<file path="config.mk">
export PLATFORM = sky130hd
export DESIGN_NAME = op_sequencer
export DESIGN_NICKNAME = d
export VERILOG_FILES = /design/src/rtl/op_sequencer_pkg.sv /design/src/rtl/seq_prog_ram.sv /design/src/rtl/op_sequencer.sv
export SDC_FILE = /design/constraint.sdc
export NUM_CORES = 1
export LEC_CHECK = 0
export BUFFER_PORTS_ARGS = -buffer_cell sky130_fd_sc_hd__clkbuf_2
export CORE_ASPECT_RATIO = 0.8
export CORE_MARGIN = 4
export CORE_UTILIZATION = 44
export DETAILED_ROUTE_END_ITERATION = 8
export PLACE_DENSITY_LB_ADDON = 0.3
export SETUP_SLACK_MARGIN = 0.3
export SYNTH_ARGS = -nofsm -noshare
export SYNTH_HDL_FRONTEND = slang
export SYNTH_SLANG_ARGS = --single-unit
export TNS_END_PERCENT = 20
</file>
<file path="constraint.sdc">
create_clock -name clk -period 6.02 [get_ports clk]
set_input_delay 0.301 -clock clk [delete_from_list [all_inputs] [get_ports clk]]
set_output_delay 0.301 -clock clk [all_outputs]
set_load 0.005 [all_outputs]
</file>
<file path="src/rtl/op_sequencer_pkg.sv">
// Shared definitions for the op sequencer and the CU: opcode set, sequencer FSM
// states and instruction-word field helpers for the default 4+8 bit word.
package op_sequencer_pkg;

   localparam int SEQ_OP_W  = 4;
   localparam int SEQ_ARG_W = 8;

   localparam logic [SEQ_OP_W-1:0] OP_ADD        = 4'h0;
   localparam logic [SEQ_OP_W-1:0] OP_SUB        = 4'h1;
   localparam logic [SEQ_OP_W-1:0] OP_MUL        = 4'h2;
   localparam logic [SEQ_OP_W-1:0] OP_DIV        = 4'h3;
   localparam logic [SEQ_OP_W-1:0] OP_MAC        = 4'h4;
   localparam logic [SEQ_OP_W-1:0] OP_MAX        = 4'h5;
   localparam logic [SEQ_OP_W-1:0] OP_RELU       = 4'h6;
   localparam logic [SEQ_OP_W-1:0] OP_SIGD_DEF   = 4'h7;
   localparam logic [SEQ_OP_W-1:0] OP_LOOP_BEGIN = 4'h8;
   localparam logic [SEQ_OP_W-1:0] OP_LOOP_END   = 4'h9;
   localparam logic [SEQ_OP_W-1:0] OP_HALT       = 4'hE;
   localparam logic [SEQ_OP_W-1:0] OP_NOP        = 4'hF;

   typedef enum logic [2:0] {
      ST_IDLE,
      ST_FETCH,
      ST_DECODE,
      ST_ISSUE,
      ST_DONE
   } seq_state_e;

   function automatic logic [SEQ_OP_W-1:0] instr_op(input logic [SEQ_OP_W+SEQ_ARG_W-1:0] w);
      return w[SEQ_OP_W+SEQ_ARG_W-1 -: SEQ_OP_W];
   endfunction

   function automatic logic [SEQ_ARG_W-1:0] instr_arg(input logic [SEQ_OP_W+SEQ_ARG_W-1:0] w);
      return w[SEQ_ARG_W-1:0];
   endfunction

   // Opcodes the CU executes; everything above is resolved inside the sequencer.
   function automatic logic is_cu_op(input logic [SEQ_OP_W-1:0] op);
      return op <= OP_SIGD_DEF;
   endfunction

endpackage

</file>
<file path="src/rtl/seq_prog_ram.sv">
// Program store for the op sequencer: one write port, one synchronous read port
// with a read enable so the output word holds between fetches.
module seq_prog_ram #(
   parameter int DEPTH  = 32,
   parameter int WIDTH  = 12,
   parameter int ADDR_W = $clog2(DEPTH)
) (
   input  logic              clk,
   input  logic              we_i,
   input  logic [ADDR_W-1:0] waddr_i,
   input  logic [WIDTH-1:0]  wdata_i,
   input  logic              re_i,
   input  logic [ADDR_W-1:0] raddr_i,
   output logic [WIDTH-1:0]  rdata_o
);

   logic [WIDTH-1:0] mem_q [DEPTH];

   always_ff @(posedge clk) begin
      if (we_i) begin
         mem_q[waddr_i] <= wdata_i;
      end
      if (re_i) begin
         rdata_o <= mem_q[raddr_i];
      end
   end

endmodule

</file>
<file path="src/rtl/op_sequencer.sv">
// Instruction issuer for the CU: fetches {opcode,arg} words, resolves loops/HALT/NOP
// locally and issues CU opcodes over valid/ready. Optional: SEQ_SINGLE_STEP_EN.
module op_sequencer
   import op_sequencer_pkg::*;
#(
   parameter int OP_WIDTH   = 4,
   parameter int ARG_WIDTH  = 8,
   parameter int PROG_DEPTH = 32,
   parameter int PC_W       = $clog2(PROG_DEPTH)
) (
   input  logic                          clk,
   input  logic                          rst,
   input  logic                          prog_we,
   input  logic [PC_W-1:0]               prog_addr,
   input  logic [OP_WIDTH+ARG_WIDTH-1:0] prog_data,
   input  logic                          start,
   input  logic                          op_ready,
`ifdef SEQ_SINGLE_STEP_EN
   input  logic                          step_en,
   input  logic                          step,
`endif
   output logic                          op_valid,
   output logic [OP_WIDTH-1:0]           opcode,
   output logic [ARG_WIDTH-1:0]          op_arg,
   output logic                          busy,
   output logic                          done
);

   localparam int INSTR_W = OP_WIDTH + ARG_WIDTH;

   seq_state_e           state_q, state_d;
   logic [PC_W-1:0]      pc_q, pc_d;
   logic [PC_W-1:0]      loop_pc_q, loop_pc_d;
   logic [ARG_WIDTH-1:0] loop_cnt_q, loop_cnt_d;

   logic [INSTR_W-1:0]   instr;
   logic [OP_WIDTH-1:0]  cur_op;
   logic [ARG_WIDTH-1:0] cur_arg;
   logic                 ram_re;
   logic                 fetch_go;
   logic                 pc_last;
   seq_state_e           adv_state;
   logic [PC_W-1:0]      adv_pc;

   seq_prog_ram #(
      .DEPTH (PROG_DEPTH),
      .WIDTH (INSTR_W),
      .ADDR_W(PC_W)
   ) u_prog_ram (
      .clk    (clk),
      .we_i   (prog_we && (state_q == ST_IDLE)),
      .waddr_i(prog_addr),
      .wdata_i(prog_data),
      .re_i   (ram_re),
      .raddr_i(pc_q),
      .rdata_o(instr)
   );

   assign cur_op  = instr[INSTR_W-1 -: OP_WIDTH];
   assign cur_arg = instr[ARG_WIDTH-1:0];

`ifdef SEQ_SINGLE_STEP_EN
   assign fetch_go = !step_en || step;
`else
   assign fetch_go = 1'b1;
`endif

   // Stepping past the last word ends the program instead of wrapping to 0.
   assign pc_last   = (pc_q == PC_W'(PROG_DEPTH - 1));
   assign adv_state = pc_last ? ST_DONE : ST_FETCH;
   assign adv_pc    = pc_last ? pc_q : pc_q + PC_W'(1);

   always_comb begin
      state_d    = state_q;
      pc_d       = pc_q;
      loop_pc_d  = loop_pc_q;
      loop_cnt_d = loop_cnt_q;
      ram_re     = 1'b0;
      case (state_q)
         ST_IDLE: begin
            if (start && !prog_we) begin
               state_d    = ST_FETCH;
               pc_d       = '0;
               loop_pc_d  = '0;
               loop_cnt_d = '0;
            end
         end
         ST_FETCH: begin
            if (fetch_go) begin
               ram_re  = 1'b1;
               state_d = ST_DECODE;
            end
         end
         ST_DECODE: begin
            if (is_cu_op(SEQ_OP_W'(cur_op))) begin
               state_d = ST_ISSUE;
            end else if (cur_op == OP_WIDTH'(OP_HALT)) begin
               state_d = ST_DONE;
            end else if (cur_op == OP_WIDTH'(OP_LOOP_BEGIN)) begin
               loop_pc_d  = pc_q + PC_W'(1);
               loop_cnt_d = (cur_arg == '0) ? ARG_WIDTH'(1) : cur_arg;
               state_d    = adv_state;
               pc_d       = adv_pc;
            end else if (cur_op == OP_WIDTH'(OP_LOOP_END) && loop_cnt_q > ARG_WIDTH'(1)) begin
               loop_cnt_d = loop_cnt_q - ARG_WIDTH'(1);
               pc_d       = loop_pc_q;
               state_d    = ST_FETCH;
            end else begin
               // Final LOOP_END, NOP and unused opcodes all just step on.
               if (cur_op == OP_WIDTH'(OP_LOOP_END)) begin
                  loop_cnt_d = '0;
               end
               state_d = adv_state;
               pc_d    = adv_pc;
            end
         end
         ST_ISSUE: begin
            if (op_ready) begin
               state_d = adv_state;
               pc_d    = adv_pc;
            end
         end
         ST_DONE: begin
            state_d = ST_IDLE;
         end
         default: begin
            state_d = ST_IDLE;
         end
      endcase
   end

   always_ff @(posedge clk or posedge rst) begin
      if (rst) begin
         state_q    <= ST_IDLE;
         pc_q       <= '0;
         loop_pc_q  <= '0;
         loop_cnt_q <= '0;
      end else begin
         state_q    <= state_d;
         pc_q       <= pc_d;
         loop_pc_q  <= loop_pc_d;
         loop_cnt_q <= loop_cnt_d;
      end
   end

   // The RAM output register holds the word for the whole ISSUE phase.
   assign op_valid = (state_q == ST_ISSUE);
   assign opcode   = op_valid ? cur_op : OP_WIDTH'(OP_NOP);
   assign op_arg   = op_valid ? cur_arg : '0;
   assign busy     = (state_q != ST_IDLE) && (state_q != ST_DONE);
   assign done     = (state_q == ST_DONE);

endmodule

</file>
# [Yosys cells after proc, flatten, opt, wreduce, memory -nomap -nowiden]
# Memories as Yosys holds them, arrays and structs flattened. A register that Yosys moved wholly into a read port is not among the register bits.
# Cells that the tools add are included.
[totals] register_bits=21 n_memories=1 in_bits=22 output_inout_bits=15 rom_bits=0 latchBits=0 ramBits=384
[classes] shift=0 n_div=0 n_eq_ne=15 n_bitwise=0 muxes=33 multipliers=0 order_cmp=2 n_reduce_logical=14 n_addsub=2
[mem_list] name="u_prog_ram.mem_q" depth=32 width=12 read_ports=1 rd_ports_with_merged_regs=1 wr=1 line_no="seq_prog_ram.sv:17" source="logic [WIDTH-1:0] mem_q [DEPTH];"
[ops] op="8-bit 2-to-1 mux" count=8
[ops] op="5-bit 2-to-1 mux" count=10
[ops] op="3-bit 2-to-1 mux" count=7
[ops] op="8-bit one-hot mux with 2 select lines" count=1
[ops] op="5-bit one-hot mux with 3 select lines" count=1
[ops] op="5-bit AND reduction" count=3
[ops] op="4-bit equality test, second input constant" count=3
[ops] op="3-bit one-hot mux with 4 select lines" count=1
[ops] op="5-bit one-hot mux with 2 select lines" count=1
[ops] op="8-bit by 1-bit greater-than comparator with 1-bit output, second input constant" count=1
[ops] op="8-bit logical NOT" count=1
[ops] op="2-bit inequality test, second input constant" count=4
[ops] op="8-bit by 1-bit subtractor with 8-bit output, second input constant" count=1
[ops] op="3-bit by 2-bit equality test with 1-bit output, second input constant" count=2
[ops] op="3-bit nonzero test" count=2
[ops] op="5-bit by 1-bit adder with 5-bit output, second input constant" count=1
[ops] op="5-bit equality test, second input constant" count=1
[ops] op="4-bit by 3-bit less-or-equal comparator with 1-bit output, second input constant" count=1
[ops] op="1-bit logical AND" count=4
[ops] op="4-bit 2-to-1 mux" count=1
[ops] op="4-bit inequality test, second input constant" count=1
[ops] op="3-bit by 1-bit equality test with 1-bit output, second input constant" count=1
[ops] op="3-bit equality test, second input constant" count=1
[ops] op="3-bit logical NOT" count=1
[ops] op="6 further kinds" count=8

# [Logic depth before layout (Yosys ltp)]
[logic_depth] depth_word=7 ltp_mapped=9 mapped_depth_nobuf=8

# [Modules after synthesis]
# From an unflattened synthesis, not the netlist that was laid out.
[hier_totals] cells_unflattened=1049 area_unflattened_um2=17120.2
[by_module_without_submodules] mod="seq_prog_ram" area_each_um2=15588.7 cells_per_inst=868 n_inst=1
[by_module_without_submodules] mod="op_sequencer" area_each_um2=1531.5 cells_per_inst=181 n_inst=1

# [Worst setup path before layout]
# Ideal clock, no wire load.
[synth_timing] kind="register to register" startpoint="register state_q[0]" endpoint="memory u_prog_ram.mem_q[0][0], enable pin" period_less_slack_ns=2.415 path_stages_with_launch=7 t_arrival_ns=2.035 path_slack_ns=3.605 required_time_ns=5.640 path_buffers=1 cell_sequence="dfrtp_1 > or2_2 > nor3b_1 > nor2b_1 > nand2b_1 > clkbuf_1 > nor2_1"
[synth_via] elab_chain_len=4
[synth_lines] item="from (decl)" line_no="op_sequencer.sv:31" source="seq_state_e state_q, state_d;"
[synth_lines] item="from (signal assigned)" line_no="op_sequencer.sv:139" source="state_q <= state_d;"
[synth_lines] item="3-bit logical NOT" line_no="op_sequencer.sv:51" source=".we_i (prog_we && (state_q == ST_IDLE)),"
[synth_lines] item="1-bit logical AND" line_no="op_sequencer.sv:51"
[synth_lines] item="1-bit 2-to-1 mux" line_no="seq_prog_ram.sv:20" source="if (we_i) begin"
[synth_lines] item="1-bit 2-to-1 mux (not written as such)" line_no="seq_prog_ram.sv:21" source="mem_q[waddr_i] <= wdata_i;"
[synth_lines] item="to (decl)" line_no="seq_prog_ram.sv:17"
# No other way between the ends.

# [Worst setup path in the final report]
[layout_timing] startpoint="register state_q[0]" endpoint="memory u_prog_ram.mem_q[18][9], enable pin"
# The elaborated chain is that of the path after synthesis.

==> impl_metrics.toml <==
[status]
outcome = "complete, no violations"

[clocking]
post_cts_resized = 0
clkTransAtPathRegs_ns = 0.06
cts_setup_buffers = 0
clock_latency_ns = 0.55
cts_tree = "done"
cts.sinks = 417
clk_path_buf_depth = 3
cts_buffers = 40
cts-root-buf = "clkbuf_16"
htreeDepth = 2

[synthesis]
synth.area.top_cells = "edfxtp_1 71%, mux4_2 11%, dfrtp_1 3.1%"
synthTopCellsByCount = "396 x edfxtp_1, 84 x mux4_2, 63 x nor2_1"
yosys_warnings = 0
ys_seq_area_share_pct = 73.84
yosysTopAreaCellShare_pct = 70.71
yosysUniqueCellTypes = 63
syn-instance-count = 895
yosysMostFrequentCell = "edfxtp_1"
yosysTopAreaCell = "edfxtp_1"
synth_seq_cells = 417
async_flop_share_pct = 5.036
synth.cell_area_sq_um = 16820
synthFlopType = "edfxtp_1"
avgSynthCellArea_sq_um = 18.79
synth_edf_count = 396
syn_nets = 922

[worst_setup_path]
rr_worst_depth = 4
reg2reg_to = "u_prog_ram.mem_q[18][9]"
crit_arrival_ns = 3.99
path_cells = "or2_2, nor3b_1, nand3b_1, nor2_1"
max_stage_delay_ns = 1.09
path_max_fanout = 17
required_ns = 6.17
criticalPathCategory = "reg -> reg"
r2r_start = "state_q[0]"
end_kind = "register"
cp-start-kind = "register"
critPathLaunch = "state_q[0]"
critPathSlowestCell = "nor2_1"
r2r_setup_slack_ns = 2.18

[min_path]
holdPathEnd = "state_q[0]"
hold_path.class = "in -> reg"
hp-start = "prog_we"
holdPathStages = 4

[timing]
finalHoldViolations = 0
setup_viol = 0
period_needed_ns = 3.840
slew_violations = 0
final.setup_skew_ns = 0.02317
worst_slack_ns = 2.180
max_slew_margin_pct = 17.28
fin_crit_sh_pct = 63.79
fin_setup_tns_ns = 0
rsz0062_at_grt = "no"
worstMarginPinSlew_ns = 1.236
holdWs_ns = 0.1310
max_freq_mhz = 260.4

[power_and_ir_drop]
cellPowerDensity_nw_per_um2 = 425.3
p_leak_nw = 5.932
ir_drop_mv = 0.2814

[finish]
area.growth.synth_to_final_pct = 10.86
design_area_sq_um = 18640
nets = 960
ff_latch_area_sq_um = 12420
fillCellCount = 3079
diodes = 0
fin_util_pct = 49.90
layout-drive-gt1-share_pct = 21.44
multi_input_area_sq_um = 4088

[drt]
via_per_inst = 5.921
drtPass1Iterations = 5
met2WireLength_microns = 17450
wl_microns = 37440
routed-wl-met3_microns = 2942
first_iter_violations = 938
drc = 0
drt-wirelength-per-cell_microns = 25.86
highest_layer = "met4"
met1Wirelength_microns = 16490
vias = 8573
drtAntennaViolNets = 0

[placement]
globalplace.congestion = 0.8437
postPlaceCellArea_sq_um = 17410
place_ws_ns = 2.260
dpl.hpwl_microns = 22760
numPortBuffers = 36

[grt]
globalRouteOverflowTotal = 0
antenna_found_initial = 0
grt_pass1_wl_microns = 55810
grt_max_degree = 49
gr-usage-all-layers_pct = 18.12
grt_pass1_vias = 8395

[die]
fp.dieW_microns = 226.6
ios = 37
initial_core_util_pct = 45.01
die_y_microns = 182.9
rows = 63
die_area_sq_um = 41430
coreArea_sq_um = 37360

[job]
cap_violations = 0
-- worst max path at each step --
| stage | cells after the start | to | slack (ns) |
|---|---|---|---|
| 5_1_grt | 4 | u_prog_ram.mem_q[27][4] | 2.03 |
| 4_1_cts | 4 | u_prog_ram.mem_q[26][2] | 2.28 |
| 6_report | 4 | u_prog_ram.mem_q[18][9] | 2.18 |
| 3_5_place_dp | 4 | u_prog_ram.mem_q[27][4] | 2.26 |
| 2_1_floorplan | 6 | u_prog_ram.mem_q[0][0] | 3.60 |
| 3_3_place_gp | 4 | u_prog_ram.mem_q[7][8] | 2.46 |
-- placed cells by master, fill, tap and decap left out, types with 17 or more instances in the layout --
cell type  count
nor2_1        63
edfxtp_1     396
dfrtp_1       19
a21oi_1       17
clkbuf_16     41
nand2_1       18
a22oi_1       23
o21ai_0       19
mux2i_1       27
clkbuf_2      36
mux4_2        84
-- worst max-delay path, delay by kind of cell (launching register included) --
family	cells	cell delay (ns)
flip-flops	1	0.55
AND/OR/NAND/NOR	4	2.89
-- per-stage QoR --
stage,power (mW),std cells
after floorplan,4.998,895
after global placement,5.585,1377
after detailed placement,5.607,1377
after CTS,7.975,1448
after global routing,8.273,1448
final,7.929,1448
-- sequential cells by signal, summed over array words and instances (netlist names) --
signal	count
loop_cnt_q	8
loop_pc_q	5
pc_q	5
state_q	3
u_prog_ram.mem_q	384
u_prog_ram.rdata_o	12
-- cell families (layout without fill, tap and decap cells) --
family,after synthesis,count (layout),synth area share (%)
and+or+nand+nor,173,173,5.439
AOI/OAI and AO/OA,117,117,5.119
xor gates and xnor gates,4,4,0.2084
muxes,115,115,13.12
buffers and inverters,64,130,1.897
adders and majority gates,5,5,0.3720
DFF,417,417,73.84
-- where the power goes --
part	leakage [nW]	switching (mW)	internal [mW]	total [mW]
sequential	3.84	0.251	3.33	3.58
combinational	1.50	1.09	0.883	1.98
clock	0.592	1.06	1.31	2.37
total	5.93	2.41	5.52	7.93
-- metal layers --
layer	up-vias	track usage, %
met3	46	3.585
met1	4464	27.56
met5	-	0
met2	346	27.60
met4	0	3.968
li1	3717	-
-- layout make-up --
cell class	instances	area share, %
Timing Repair Buffer	44	1.302
Multi-Input combinational cell	414	21.93
Clock inverter	18	0.8121
Clock buffer	52	5.725
Tap cell	487	3.268
Sequential cell	417	66.64
Inverter	16	0.3221
-- what timing repair did --
item / in CTS / in global routing
hold endpoints to repair: 21 / 0
hold buffers: 1 / 0
setup endpoints to repair: 0 / 0
No activity file was read; power rests on OpenSTA's default activity.
